--- config.mk ---
export PLATFORM = sky130hd
export DESIGN_NAME = key_state_tracker_flat
export DESIGN_NICKNAME = d
export VERILOG_FILES = /design/src/rtl/key_state_tracker_if.sv /design/src/rtl/key_state_tracker.sv /design/src/flat_wrapper.sv
export SDC_FILE = /design/constraint.sdc
export NUM_CORES = 1
export LEC_CHECK = 0
export ABC_AREA = 0
export CAP_MARGIN = 20
export CORE_ASPECT_RATIO = 1.1
export CORE_MARGIN = 8
export CORE_UTILIZATION = 50
export DETAILED_ROUTE_END_ITERATION = 12
export PLACE_DENSITY = 0.7
export SYNTH_ARGS = -nofsm -noshare
export SYNTH_HDL_FRONTEND = slang
export SYNTH_SLANG_ARGS = --single-unit
--- constraint.sdc ---
create_clock -name clk_50 -period 2.6 [get_ports clk_50]
set_input_delay 0.26 -clock clk_50 [delete_from_list [all_inputs] [get_ports clk_50]]
set_output_delay 0.26 -clock clk_50 [all_outputs]
set_load 0.005 [all_outputs]
--- src/rtl/key_state_tracker_if.sv ---
// PS/2 byte stream in, held-key state out, bundled between the byte receiver
// (master) and the key state tracker (slave).
interface key_state_tracker_if;
  logic [7:0] ps2_byte;
  logic       ps2_byte_valid;
  logic [7:0] key_pressed_data;
  logic       key_changed;

  modport master (
    output ps2_byte,
    output ps2_byte_valid,
    input  key_pressed_data,
    input  key_changed
  );

  modport slave (
    input  ps2_byte,
    input  ps2_byte_valid,
    output key_pressed_data,
    output key_changed
  );
endinterface

--- src/rtl/key_state_tracker.sv ---
// Two-slot PS/2 held-key tracker with idle timeout.
// Optional macro EXT_KEY_FILTER_EN: E0-prefixed make/break bytes leave the slots untouched.
module key_state_tracker #(
  parameter int unsigned TIMEOUT = 50_000_000
) (
  input  logic                clk_50,
  input  logic                resetn,
  key_state_tracker_if.slave  kbd
);

  localparam int unsigned CW = (TIMEOUT > 1) ? $clog2(TIMEOUT) : 1;
  localparam logic [CW-1:0] CNT_LAST = CW'(TIMEOUT - 1);

  typedef enum logic [1:0] {
    IDLE    = 2'd0,
    BRK     = 2'd1,
    EXT     = 2'd2,
    EXT_BRK = 2'd3
  } state_e;

  state_e        state_q, state_d;
  logic [7:0]    s0_q, s0_d;
  logic [7:0]    s1_q, s1_d;
  logic [CW-1:0] cnt_q, cnt_d;
  logic          pend_q;
  logic          kc_q;

  function automatic logic is_ctrl(input logic [7:0] b);
    case (b)
      8'h00, 8'hAA, 8'hEE, 8'hFA, 8'hFE, 8'hFF: is_ctrl = 1'b1;
      default:                                   is_ctrl = 1'b0;
    endcase
  endfunction

  // Returns {s0, s1}; a repeat of the newest key is typematic and changes nothing.
  function automatic logic [15:0] do_make(input logic [7:0] c, input logic [7:0] s0,
                                          input logic [7:0] s1);
    if (c == s0) begin
      do_make = {s0, s1};
    end else if (c == s1) begin
      do_make = {c, s0};
    end else begin
      do_make = {c, s0};
    end
  endfunction

  function automatic logic [15:0] do_break(input logic [7:0] c, input logic [7:0] s0,
                                           input logic [7:0] s1);
    if (c == s0) begin
      do_break = {s1, 8'h00};
    end else if (c == s1) begin
      do_break = {s0, 8'h00};
    end else begin
      do_break = {s0, s1};
    end
  endfunction

  // Next-state: byte decoding, slot updates and idle timeout.
  always_comb begin
    state_d = state_q;
    s0_d    = s0_q;
    s1_d    = s1_q;
    cnt_d   = cnt_q;
    if (kbd.ps2_byte_valid) begin
      cnt_d = '0;
      case (state_q)
        IDLE: begin
          if (kbd.ps2_byte == 8'hF0) begin
            state_d = BRK;
          end else if (kbd.ps2_byte == 8'hE0) begin
            state_d = EXT;
          end else if (is_ctrl(kbd.ps2_byte)) begin
            state_d = IDLE;
          end else begin
            {s0_d, s1_d} = do_make(kbd.ps2_byte, s0_q, s1_q);
          end
        end
        BRK: begin
          state_d = IDLE;
          if (!is_ctrl(kbd.ps2_byte)) begin
            {s0_d, s1_d} = do_break(kbd.ps2_byte, s0_q, s1_q);
          end else begin
            s0_d = s0_q;
          end
        end
        EXT: begin
          if (kbd.ps2_byte == 8'hF0) begin
            state_d = EXT_BRK;
          end else begin
            state_d = IDLE;
`ifdef EXT_KEY_FILTER_EN
            s0_d = s0_q;
`else
            {s0_d, s1_d} = do_make(kbd.ps2_byte, s0_q, s1_q);
`endif
          end
        end
        EXT_BRK: begin
          state_d = IDLE;
`ifdef EXT_KEY_FILTER_EN
          s0_d = s0_q;
`else
          if (!is_ctrl(kbd.ps2_byte)) begin
            {s0_d, s1_d} = do_break(kbd.ps2_byte, s0_q, s1_q);
          end else begin
            s0_d = s0_q;
          end
`endif
        end
        default: begin
          state_d = IDLE;
        end
      endcase
    end else if (cnt_q == CNT_LAST) begin
      s0_d    = 8'h00;
      s1_d    = 8'h00;
      state_d = IDLE;
      cnt_d   = '0;
    end else begin
      cnt_d = cnt_q + {{(CW-1){1'b0}}, 1'b1};
    end
  end

  // State registers; key_changed trails the output change by one cycle.
  always_ff @(posedge clk_50) begin
    if (!resetn) begin
      state_q <= IDLE;
      s0_q    <= 8'h00;
      s1_q    <= 8'h00;
      cnt_q   <= '0;
      pend_q  <= 1'b0;
      kc_q    <= 1'b0;
    end else begin
      state_q <= state_d;
      s0_q    <= s0_d;
      s1_q    <= s1_d;
      cnt_q   <= cnt_d;
      pend_q  <= (s0_d != s0_q);
      kc_q    <= pend_q;
    end
  end

  assign kbd.key_pressed_data = s0_q;
  assign kbd.key_changed      = kc_q;

endmodule

--- src/flat_wrapper.sv ---
// flat-port wrapper written by rule: the top's interface ports become plain ports
module key_state_tracker_flat 
#(
  parameter int unsigned TIMEOUT = 50_000_000
)
  (clk_50, resetn, kbd_ps2_byte, kbd_ps2_byte_valid, kbd_key_pressed_data, kbd_key_changed);
  key_state_tracker_if kbd_i ();
  input  logic clk_50;
  input  logic resetn;
  input wire logic [$bits(kbd_i.ps2_byte)-1:0] kbd_ps2_byte;
  input wire logic [$bits(kbd_i.ps2_byte_valid)-1:0] kbd_ps2_byte_valid;
  output wire logic [$bits(kbd_i.key_pressed_data)-1:0] kbd_key_pressed_data;
  output wire logic [$bits(kbd_i.key_changed)-1:0] kbd_key_changed;
  assign kbd_i.ps2_byte = kbd_ps2_byte;
  assign kbd_i.ps2_byte_valid = kbd_ps2_byte_valid;
  assign kbd_key_pressed_data = kbd_i.key_pressed_data;
  assign kbd_key_changed = kbd_i.key_changed;
  key_state_tracker #(.TIMEOUT(TIMEOUT)) u_core (.clk_50(clk_50), .resetn(resetn), .kbd(kbd_i));
endmodule
==> qor.yml, run 1 <==
outcome:
  outcome: "finished, final reports clean"
clock_network:
  cts_hold_buffers: 0
  clk_latency_ps: 290
  path_clk_slew_ps: 90
  htree_num_levels: 2
  cts-root-buf: "clkbuf_8"
  cts_buffer_depth: 2
  tritoncts_num_sinks: 46
  tritoncts: "built"
  cts-buffers-inserted: 5
  setup_bufs_post_cts: 0
synthesis:
  avgSynthCellArea_um2: 8.41
  synth.distinct_cells: 54
  ys_seq_area_frac: 0.358
  synth_edf_count: 0
  synth-seq-cells: 46
  syn-num-nets: 318
  syn_inst: 306
  ys_dominant_reg_cell: "dfxtp_1"
  yosysWarningCount: 0
  mappedNetlistArea_mm2: 0.00257
  synth-async-reset-ratio: 0
global_routing:
  grt_max_degree: 21
  grt_first_pass_wirelength_um: 10600
  overall_global_routing_usage: 0.166
  globalRouteOverflowTotal: 0
  via_count_of_the_first_global_routing_pass: 2360
  initial_antenna_violation_count: 0
floorplan:
  row_count: 27
  die_area_mm2: 0.00770
  floorplan.core_area_mm2: 0.00500
  die_h_um: 91.2
  die-width_um: 84.4
  ioPinCount: 20
  floorplan.initialDensity: 0.515
sta:
  max_transition_viols_final: 0
  min_period_ps: 2520
  final_setup_violating_endpoints: 0
  layout_worst_path_cycle_share: 0.968
  rsz0062_at_grt: "false"
  timing.fmax_ghz: 0.397
  whs_ps: 482
  fin_tns_setup_ps: 0
  timing_hold_violations_final: 0
  worst-slew-pin-transition_ps: 526
  timing.clock.skew_ps: 11.1
  slew_headroom: 0.647
finish:
  utilization_of_the_core_after_routing: 0.627
  antenna_cells_inserted: 0
  number_of_nets_in_the_finished_design: 368
  n_fill_cell: 447
  mostFrequentLayoutCells: "nor2_1, dfxtp_1, buf_4"
  area_growth_pct: 21.8
  commonest_non_fill_non_tap_cell_in_the_layout: "nor2_1"
  final_layout_size_suffix_gt1_frac: 0.176
run:
  timing.max_cap.violations: 0
placement:
  globalplace.congestion: 0.931
  post-dp-hpwl_um: 4810
  buffer_ports.inserted: 19
detailed_routing:
  drt_wl_total_um: 6210
  vias: 2285
  antenna_left: 0
  route.detailed.vias_per_inst: 5.51
  dr.first_iter.drc_count: 79
  route.detailed.drc: 0
  drt_pass1_iterations: 5
  wl_per_cell_um: 15.0
pwr:
  power.sequential.fraction: 0.524
  cellLeakagePower_nw: 1.26
  p_comb_frac: 0.160
  clock_power_share: 0.316
  power.internal_w: 0.00105
  worst_vdd_drop_mv: 0.332
  net_load_switching_power_w: 0.000350
  power_density_mw_per_mm2: 446
  power_switching_share: 0.250
  report.power.total_w: 0.00140
setup_path:
  reg2reg_depth: 8
  regToRegStartpoint: "u_core.kbd.key_pressed_data[4]"
  worst_setup_path_start_kind: "input pin"
  critical_path_peak_fanout: 6
  crit_required_ps: 2770
  arrival_ps: 2690
  r2r-end: "u_core.pend_q"
  classification_of_the_worst_setup_path: "input pin to flop"
  rrSetupSlack_ps: 150
  cp-end-kind: "flop"
hold_path:
  worst_hold_path_type: "flop to flop"
  hp-start: "u_core.cnt_q[0]"
  hold_path_end: "u_core.cnt_q[0]"
  holdPathStages: 1
==> stage by stage <==
step	setup slack, ps	instance area (um^2)	instances
finish	83.5	3140	415
floorplan	341	2570	306
detailed placement	-327	3030	407
global route	6.95	3140	415
CTS	11.1	3130	415
global placement	-273	3030	407
==> synthesized netlist by cell type (2+ instances only) <==
cell | number | area share
o22a_1 | 2 | 0.0068
nand3_1 | 9 | 0.017
nor4b_1 | 2 | 0.0068
and3_1 | 14 | 0.034
clkbuf_1 | 5 | 0.0073
buf_6 | 5 | 0.022
o221a_4 | 2 | 0.016
o21bai_1 | 2 | 0.0058
mux2i_1 | 8 | 0.031
xor2_1 | 26 | 0.088
nand2b_1 | 2 | 0.0049
and2_1 | 2 | 0.0049
nor4_1 | 5 | 0.012
nor3_1 | 3 | 0.0058
clkinv_1 | 2 | 0.0029
xnor2_1 | 14 | 0.048
o221a_2 | 3 | 0.013
and4_1 | 2 | 0.0068
a21oi_1 | 11 | 0.021
a31oi_1 | 2 | 0.0049
o21ai_0 | 11 | 0.021
nand4_1 | 4 | 0.0097
o22a_2 | 2 | 0.0078
buf_4 | 2 | 0.0058
nand2_1 | 23 | 0.034
nor4_2 | 2 | 0.0097
dfxtp_1 | 46 | 0.36
inv_1 | 17 | 0.025
nor2_1 | 53 | 0.077
==> worst max path at each step <==
stage | startpoint | to | slack (ps) | depth (start not counted)
floorplan | kbd_ps2_byte[3] | u_core.pend_q | 340 | 10
global placement | kbd_ps2_byte[3] | u_core.pend_q | -270 | 9
detailed placement | kbd_ps2_byte[3] | u_core.pend_q | -330 | 9
CTS | kbd_ps2_byte[5] | u_core.pend_q | 10 | 9
global route | kbd_ps2_byte[5] | u_core.pend_q | 7 | 9
finish | kbd_ps2_byte[4] | u_core.pend_q | 80 | 9
==> logic make-up after synthesis <==
group,share of synthesized area
XOR/XNOR,0.136
multiplexers,0.0311
flip-flops,0.358
buffers and inverters,0.0681
AO/OA/AOI/OAI,0.158
AND/OR/NAND/NOR,0.245
adder cells (fa/ha/maj),0.00486
==> flip-flops by register name (all words and copies together), names as in the netlist <==
signal / count
u_core.cnt_q: 26
u_core.kbd.key_pressed_data: 8
u_core.s1_q: 8
u_core.state_q: 2
u_core.kbd.key_changed: 1
u_core.pend_q: 1
==> final cells by class <==
cell class	count	area, um^2	share of cell area
multi-input combinational	227	1490	0.474
sequential	46	921	0.294
timing repair buffer	57	494	0.158
clock buffer	7	86.3	0.0275
tap	58	72.6	0.0231
inverter	19	71.3	0.0227
clock inverter	1	5.00	0.00160
==> worst max-delay path: stages <==
cell	delay (ps)
clkdlybuf4s50_1	440
xor2_1	180
nor4_2	340
nand2_1	170
or3_4	430
o221a_2	270
a222oi_1	340
a22o_1	180
a31oi_1	80
==> routing by layer <==
metal  wire, um  vias up  global-route usage
met2       3150       46               0.307
li1           -     1149                   -
met1       2650     1073               0.176
met4        203        0              0.0847
met3        203       17              0.0279
met5          0        -                   0
==> power groups by stage <==
stage,clock network [W],logic [W],registers [W]
2_1_floorplan,0,0.000121,0.000749
3_3_place_gp,0,0.000220,0.000749
3_5_place_dp,0,0.000222,0.000749
4_1_cts,0.000452,0.000225,0.000732
5_1_grt,0.000486,0.000245,0.000734
6_report,0.000443,0.000224,0.000733
==> what timing repair did <==
item | 4_1_cts | 5_1_grt
pin swaps | 0 | 2
endpoints found under the setup margin | 1 | 2
gates resized for setup | 2 | 4
Note: power is estimated with default switching activity, not from simulation.
==> inputs of run 2 (changes only) <==
--- a/config.mk
+++ b/config.mk
@@ -15,3 +15,4 @@
 export SYNTH_ARGS = -nofsm -noshare
 export SYNTH_HDL_FRONTEND = slang
 export SYNTH_SLANG_ARGS = --single-unit
+export TNS_END_PERCENT = 50
==> constraint.sdc (replaced) <==
create_clock -name clk_50 -period 3.06 [get_ports clk_50]
set_input_delay 0.306 -clock clk_50 [delete_from_list [all_inputs] [get_ports clk_50]]
set_output_delay 0.306 -clock clk_50 [all_outputs]
set_load 0.005 [all_outputs]
==> qor.yml, run 2 (synthesized netlist as in run 1, its figures left out) <==
outcome:
  outcome: "finished, final reports clean"
clock_network:
  path_clk_slew_ps: 90  # about the same
  post_cts_resize_count: 0  # -2
  cts-root-buf: "clkbuf_8"
  tritoncts: "built"
  tritoncts_num_sinks: 46  # unchanged
  clk_latency_ps: 310  # +20 ps
  cts-buffers-inserted: 5  # unchanged
  cts_buffer_depth: 2  # unchanged
  cts_hold_buffers: 0  # unchanged
  setup_bufs_post_cts: 0  # unchanged
  htree_num_levels: 2  # unchanged
pwr:
  clock_power_share: 0.329  # +0.013
  power_switching_share: 0.270  # +0.0205
  power.sequential.fraction: 0.533  # +0.009
  p_comb_frac: 0.138  # -0.022
  worst_vdd_drop_mv: 0.321  # -3.4%
  cellLeakagePower_nw: 1.12  # -12%
  power_density_mw_per_mm2: 399  # -11%
  net_load_switching_power_w: 0.000318  # -9.1%
  power.internal_w: 0.000857  # -18%
sta:
  timing.clock.skew_ps: 7.88  # -3.26 ps
  layout_worst_path_cycle_share: 0.866
  final_setup_violating_endpoints: 0  # unchanged
  fin_tns_setup_ps: 0  # unchanged
  whs_ps: 469  # -13.4 ps
  worst-slew-pin-transition_ps: 585  # +59.7 ps
  timing.fmax_ghz: 0.377
  rsz0062_at_grt: "false"
  slew_headroom: 0.608  # -0.0391
  max_transition_viols_final: 0  # unchanged
  timing_hold_violations_final: 0  # unchanged
  min_period_ps: 2650
global_routing:
  via_count_of_the_first_global_routing_pass: 2203  # -6.7%
  globalRouteOverflowTotal: 0  # unchanged
  overall_global_routing_usage: 0.160  # -0.00577
  initial_antenna_violation_count: 0  # unchanged
  grt_max_degree: 21  # unchanged
  grt_first_pass_wirelength_um: 10300  # -3.6%
detailed_routing:
  route.detailed.vias_per_inst: 5.61  # +1.8%
  dr.first_iter.drc_count: 122  # +54%
  drt_wl_total_um: 5890  # -5.1%
  vias: 2203  # -3.6%
  drt_pass1_iterations: 4  # -1
  wl_per_cell_um: 15.0  # +0.19%
  antenna_left: 0  # unchanged
  route.detailed.drc: 0  # unchanged
finish:
  area_growth_pct: 14.5
  number_of_nets_in_the_finished_design: 346  # -6.0%
  final_layout_size_suffix_gt1_frac: 0.122  # -0.0541
  commonest_non_fill_non_tap_cell_in_the_layout: "nor2_1"
  mostFrequentLayoutCells: "nor2_1, dfxtp_1, xor2_1"
  number_of_flip_flops_in_the_largest_register: 26  # unchanged
  antenna_cells_inserted: 0  # unchanged
  largest-register: "u_core.cnt_q"
setup_path:
  classification_of_the_worst_setup_path: "input pin to flop"
  worst_setup_path_start_kind: "input pin"
  arrival_ps: 2840  # +150 ps
  regToRegStartpoint: "u_core.kbd.key_pressed_data[3]"
  rrSetupSlack_ps: 570  # +420 ps
  r2r-end: "u_core.pend_q"
  reg2reg_depth: 9  # +1
  critical_path_peak_fanout: 12  # +6
  cp-end-kind: "flop"
  crit_required_ps: 3250  # +480 ps
  cp-startpoint: "kbd_ps2_byte[3]"
hold_path:
  holdPathStages: 1  # unchanged
  hp-start: "u_core.pend_q"
  hold_path_end: "u_core.kbd.key_changed"
  worst_hold_path_type: "flop to flop"
floorplan:
  ioPinCount: 20  # unchanged
  die_area_mm2: 0.00770  # unchanged
  floorplan.core_area_mm2: 0.00500  # unchanged
  die-width_um: 84.4  # unchanged
  die_h_um: 91.2  # unchanged
  floorplan.initialDensity: 0.515  # unchanged
  row_count: 27  # unchanged
placement:
  buffer_ports.inserted: 19  # unchanged
  post-dp-hpwl_um: 4430  # -7.8%
  globalplace.congestion: 0.924  # -0.78%
run:
  timing.max_cap.violations: 0  # unchanged
run 2: how the worst max path moves through the flow:
| stage | to | slack, ps | cells after the start |
|---|---|---|---|
| finish | u_core.pend_q | 410 | 10 |
| global route | u_core.pend_q | 230 | 9 |
| CTS | u_core.pend_q | 450 | 9 |
| detailed placement | u_core.pend_q | 120 | 10 |
| global placement | u_core.pend_q | 160 | 10 |
| floorplan | u_core.pend_q | 760 | 10 |
run 2: worst max-delay path, cell delays in order:
cell,delay [ps]
clkdlybuf4s50_1,620
xor2_1,250
nor4_2,80
nand2_1,90
buf_4,170
nand4bb_2,330
o221a_2,420
a222oi_1,330
a22o_1,170
a31oi_1,70
run 2: cell type report:
type / instances / area [um^2]
multi-input cells: 227 / 1480
repair buffers: 35 / 310
well taps: 58 / 72.6
inverters: 19 / 71.3
clock inverters: 3 / 25.0
flip-flops and latches: 46 / 921
fillers: 475 / 2050
clock buffers: 5 / 68.8
run 2: power groups by stage:
stage	clock network [W]	logic, W	registers (W)
6_report	0.000386	0.000162	0.000627
5_1_grt	0.000419	0.000177	0.000629
4_1_cts	0.000399	0.000162	0.000627
3_5_place_dp	0	0.000161	0.000641
3_3_place_gp	0	0.000160	0.000641
2_1_floorplan	0	0.000103	0.000636
run 2: through the flow:
| stage | power [W] | worst slack (ps) | instance area, um^2 | cells | util |
|---|---|---|---|---|---|
| 6_report | 0.00118 | 410 | 2950 | 393 | 0.589 |
| 5_1_grt | 0.00122 | 230 | 2950 | 393 | 0.589 |
| 4_1_cts | 0.00119 | 445 | 2950 | 393 | 0.589 |
| 3_5_place_dp | 0.000801 | 122 | 2850 | 385 | 0.571 |
| 3_3_place_gp | 0.000800 | 160 | 2850 | 385 | 0.571 |
| 2_1_floorplan | 0.000740 | 755 | 2570 | 306 | - |
run 2: layer usage:
| layer | wire length, um | up-vias | part of all wire | GRT usage |
|---|---|---|---|---|
| li1 | - | 1109 | - | - |
| met4 | 99 | 0 | 0.017 | 0.0609 |
| met1 | 2610 | 1049 | 0.44 | 0.182 |
| met2 | 2960 | 34 | 0.50 | 0.281 |
| met3 | 223 | 11 | 0.038 | 0.0396 |
| met5 | 0 | - | 0 | 0 |
